File: config.mk
export PLATFORM = sky130hd
export DESIGN_NAME = io_sw_conditioner
export DESIGN_NICKNAME = d
export VERILOG_FILES = /design/src/rtl/io_sw_conditioner.sv
export SDC_FILE = /design/constraint.sdc
export NUM_CORES = 1
export LEC_CHECK = 0
export ABC_AREA = 1
export CORE_MARGIN = 5
export CORE_UTILIZATION = 31
export DETAILED_ROUTE_END_ITERATION = 10
export SLEW_MARGIN = 20
export SYNTH_ARGS = -nofsm -noshare
export SYNTH_HDL_FRONTEND = slang
export SYNTH_SLANG_ARGS = --single-unit
File: constraint.sdc
create_clock -name clk_i -period 14.6 [get_ports clk_i]
set_input_delay 3.65 -clock clk_i [delete_from_list [all_inputs] [get_ports clk_i]]
set_output_delay 3.65 -clock clk_i [all_outputs]
set_load 0.005 [all_outputs]
File: src/rtl/io_sw_conditioner.sv
// Purpose: synchronise and debounce board slide switches; emit edge pulses and sticky events.
// Latency: SYNC_STAGES + DEBOUNCE_CYCLES clk_i edges from raw change to sw_o update.
// Backpressure: none; sw_o is sampled every cycle and events are held until cleared.
module io_sw_conditioner #(
  parameter int WIDTH           = 32,
  parameter int SYNC_STAGES     = 2,
  parameter int DEBOUNCE_CYCLES = 16
) (
  input  logic             clk_i,
  input  logic             rst_i,
  input  logic [WIDTH-1:0] sw_raw_i,
  output logic [WIDTH-1:0] sw_o,
  output logic [WIDTH-1:0] sw_rise_o,
  output logic [WIDTH-1:0] sw_fall_o,
  output logic [WIDTH-1:0] sw_event_o,
  input  logic [WIDTH-1:0] event_clr_i,
  output logic             event_pending_o
);

  localparam int CW = (DEBOUNCE_CYCLES > 1) ? $clog2(DEBOUNCE_CYCLES) : 1;
  localparam logic [CW-1:0] CNT_MAX = CW'(DEBOUNCE_CYCLES - 1);

  logic [WIDTH-1:0] sync_q [SYNC_STAGES];
  logic [CW-1:0]    cnt_q  [WIDTH];
  logic [CW-1:0]    cnt_d  [WIDTH];
  logic [WIDTH-1:0] smp;
  logic [WIDTH-1:0] accept;
  logic [WIDTH-1:0] sw_q;
  logic [WIDTH-1:0] rise_q;
  logic [WIDTH-1:0] fall_q;
  logic [WIDTH-1:0] event_q;

  assign smp = sync_q[SYNC_STAGES-1];

  always_ff @(posedge clk_i or posedge rst_i) begin
    if (rst_i) begin
      for (int k = 0; k < SYNC_STAGES; k++) sync_q[k] <= '0;
    end else begin
      sync_q[0] <= sw_raw_i;
      for (int k = 1; k < SYNC_STAGES; k++) sync_q[k] <= sync_q[k-1];
    end
  end

  // A bit is accepted on the sample that would take its count past CNT_MAX.
  always_comb begin
    accept = '0;
    for (int i = 0; i < WIDTH; i++) begin
      cnt_d[i] = '0;
      if (smp[i] != sw_q[i]) begin
        if (cnt_q[i] == CNT_MAX) begin
          accept[i] = 1'b1;
        end else begin
          cnt_d[i] = cnt_q[i] + 1'b1;
        end
      end
    end
  end

  always_ff @(posedge clk_i or posedge rst_i) begin
    if (rst_i) begin
      for (int i = 0; i < WIDTH; i++) cnt_q[i] <= '0;
      sw_q    <= '0;
      rise_q  <= '0;
      fall_q  <= '0;
      event_q <= '0;
    end else begin
      for (int i = 0; i < WIDTH; i++) cnt_q[i] <= cnt_d[i];
      sw_q    <= sw_q ^ accept;
      rise_q  <= accept & smp;
      fall_q  <= accept & ~smp;
      // New transitions take priority over a same-cycle software clear.
      event_q <= accept | (event_q & ~event_clr_i);
    end
  end

  assign sw_o            = sw_q;
  assign sw_rise_o       = rise_q;
  assign sw_fall_o       = fall_q;
  assign sw_event_o      = event_q;
  assign event_pending_o = |event_q;

endmodule
# Word-level counts from Yosys, hierarchy flattened
# Index checks and enable logic that the tools add are counted.
[totals]
regBits = 320
input_bits = 66
[op_classes]
n_addsub = 32
eq_ne = 64
muxes = 128
bitwise = 7
n_reduce_logical = 1
[ops]
columns = ["operator", "n"]
rows = [
  ["4-bit two-way mux", 64],
  ["4-bit by 1-bit adder with 4-bit output, second input constant", 32],
  ["4-bit == test, second input constant", 32],
  ["32-bit bitwise AND", 3],
  ["1-bit two-way mux", 64],
  ["32-bit NOT", 2],
  ["1-bit inequality test", 32],
  ["32-bit OR", 1],
  ["32-bit OR reduction", 1],
  ["32-bit bitwise XOR", 1],
]

# Depth between registers and ports, before layout
[depth]
depth_word = 4
ltp_mapped = 7
mapped_depth_nobuf = 7

# Worst setup path after synthesis
# No wires, ideal clock.
[synth_timing]
path_type = "reg-to-output"
from = "register event_q[8], in the netlist sw_event_o[8]"
to = "output event_pending_o"
t_arrival_ns = 0.780
t_required_ns = 10.950
path_slack_ns = 10.170
stages_incl_launch_ff = 7
n_path_buf = 0
cell_sequence = "dfrtp_1 inv_1 nand2_1 nor2_1 nand2_1 nor2_1 nand2_1"
[synth_between]
elab_chain_cells = 1
[synth_rtl]
columns = ["item", "line_no", "text"]
rows = [
  ["from (decl)", "31", "logic [WIDTH-1:0] event_q;"],
  ["from (signal assigned)", "72", "event_q <= accept | (event_q & ~event_clr_i);"],
  ["32-bit OR reduction", "80", "assign event_pending_o = |event_q;"],
  ["to (decl)", "17", "output logic event_pending_o"],
]
# No other way between the ends.

==> flow_summary.ini <==
[timing]
timing.final.crit_share_pct = 40.9
fin_tns_setup_ps = 0
fmax_ghz = 0.168
final_hold_viol_count = 0
slew_viol_final = 0
slew_headroom_pct = 36.2
rsz0062_at_grt = false
setup_viol = 0
min_period_ps = 5970
tightest_slew_ps = 958
finalClockSkew_ps = 15.0

[logic_synthesis]
yosysTopAreaCellShare_pct = 66.2
synth.distinct_cells = 18
synth_nets = 1261
syn_avg_cell_area_sq_um = 10.4
ys_seq_area_share_pct = 66.2
syn-instance-count = 1163
yosysTopAreaCell = dfrtp_1
yosysWarnings = 0
synth.area.top_cells = dfrtp_1 (66%), nor2_1 (6.4%), inv_1 (6.3%)
ys_ff_latch = 320
syn_area_sq_um = 12100

[power_and_ir_drop]
power_frac_seq_pct = 49.7
p_int_w = 0.00147
clock_power_share_pct = 45.6
p_per_area_nw_per_um2 = 119
irDropWorstVdd_v = 0.0000802
power.share.switching_pct = 21.9
switchingPower_w = 0.000414
power_frac_comb_pct = 4.7
p_leak_nw = 7.54

[run]
cap_violations = 0

[floorplanning]
io_pins = 195
rows = 72
die_h_um = 208
die-area_sq_um = 43100
initial_utilization_pct = 31.3
coreArea_sq_um = 38600
chipWidth_um = 208

[clocking]
clock_latency_ps = 520
root_buffer = clkbuf_16
cts.path.max_buffers = 3
clk_pin_slew_worst_paths_ps = 60
ctsResizeCount = 0
cts_sinks = 320
cts_tree = yes
cts.htree.levels = 2
cts_setup_buffers = 0
ctsHoldBuffers = 0
cts_buffers = 36

[critical_path]
critPathLaunchType = input port
crit_start = rst_i
timing.reg2reg.setup_slack_ps = 13370
endpoint = cnt_q[79]
cp-end-kind = asynchronous set/reset pin
path_class = input port to asynchronous set/reset pin
worstReg2RegStart = cnt_q[84]
critPathRequiredTime_ps = 15100
path_max_fanout = 90
reg2reg_to = cnt_q[84]
reg2reg_depth = 6
crit_arrival_ps = 6470

[final_layout]
finalInstanceArea_sq_um = 15800
layout.cells.non_filler = 1936
fillers = 3678
layout.nets = 1496
fin_util_pct = 41.0
syn_to_final_growth_pct = 30.9
drive_gt1_share_pct = 7.62
antennaDiodeCount = 0

[global_routing]
grt_overflow = 0
grt_max_degree = 91
grt_pass1_wl_um = 43000
antenna_found_initial = 1
grt_use_total_pct = 12.0
grt_pass1_vias = 8736

[worst_hold_path]
hold_path_class = flop to flop
hold_depth = 0

[route]
initialDrtViolationCount = 336
drt-total-wl_um = 24900
ant_nets = 0
firstDrtPassIters = 6
vias_per_cell = 4.24
wl_per_cell_um = 12.9
drc_errors = 0
vias = 8212

[place]
io_buffers = 194
dp_cells = 1878
postPlaceCellArea_sq_um = 14700
gp_congestion = 0.756
hpwl_um = 18000

[status]
status = finished, final reports clean
-- placed cells by master, fill, tap and decap left out, drive strengths merged --
cell and instances:
dfrtp 320, nor2 238, inv 205, clkdlybuf4s50 194, nand2 114, o21ai 64, nand3 53, nor3 52
clkbuf 51, xor2 32, ha 32, o22ai 31, a21oi 21, clkinv 5, buf 3, bufinv 2
nand4 1
-- Yosys cell counts --
cell / instances
inv_2: 3
o22ai_2: 2
o21ai_0: 46
inv_1: 202
nand2_1: 103
nor3_1: 42
nor3_2: 10
nand4_1: 1
nand3_1: 53
nand2_2: 11
nor2_1: 207
a21oi_1: 21
ha_1: 32
xor2_1: 32
dfrtp_1: 320
o22ai_1: 29
nor2_2: 31
o21ai_1: 18
-- worst max-delay path, stage by stage --
cell	delay, ps
clkdlybuf4s50_1	500
inv_8	460
buf_4	810
buf_4	860
-- metal layers --
metal,share of wire [%],vias up,GRT usage [%]
li1,-,4119,-
met1,42,3887,14.3
met2,48,161,20.1
met3,7.3,43,4.53
met4,2.3,2,3.88
met5,0.052,-,0
-- how the worst min path moves through the flow --
stage | endpoint | startpoint | slack [ps]
3_3_place_gp | smp[15] | sync_q[47] | 330
5_1_grt | smp[29] | sync_q[61] | 350
3_5_place_dp | smp[22] | sync_q[54] | 330
2_1_floorplan | smp[0] | sync_q[32] | 330
6_report | smp[21] | sync_q[53] | 340
4_1_cts | smp[22] | sync_q[54] | 350
-- power by group through the flow --
stage / Combinational, W / Sequential (W) / Clock (W)
after floorplan: 0.0000577 / 0.000950 / 0
after global placement: 0.0000890 / 0.000952 / 0
after detailed placement: 0.0000919 / 0.000954 / 0
after CTS: 0.0000925 / 0.000938 / 0.000895
after global routing: 0.000107 / 0.000942 / 0.000929
final: 0.0000894 / 0.000938 / 0.000860
-- registers in the layout, indices dropped and copies added (netlist names), named ones only --
name and cells:
sync_q 32, smp 32, cnt_q 128, sw_event_o 32, sw_fall_o 32, sw_rise_o 32
-- cell type report --
| type | instances | area (sq um) | area share (%) |
|---|---|---|---|
| clock buffer | 51 | 1020 | 6.44 |
| sequential | 320 | 8010 | 50.6 |
| tap | 518 | 648 | 4.09 |
| timing repair buffer | 197 | 1970 | 12.4 |
| multi-input combinational | 638 | 3320 | 21.0 |
| inverter | 205 | 777 | 4.91 |
| clock inverter | 7 | 96.3 | 0.608 |
-- per-stage QoR --
step	worst slack (ps)	hold slack, ps	power [W]
finish	8630	344	0.00189
global route	8150	351	0.00198
CTS	8510	347	0.00193
detailed placement	7950	335	0.00105
global placement	7960	332	0.00104
floorplan	2090	331	0.00101
-- kinds of logic after synthesis --
logic type | Yosys count | synth area share, %
simple gates | 458 | 16.6
flops | 320 | 66.2
buf+inv | 205 | 6.36
compound gates | 116 | 5.22
xor+xnor | 32 | 2.32
fa+ha+maj | 32 | 3.31
No activity file was read; power rests on OpenSTA's default activity.
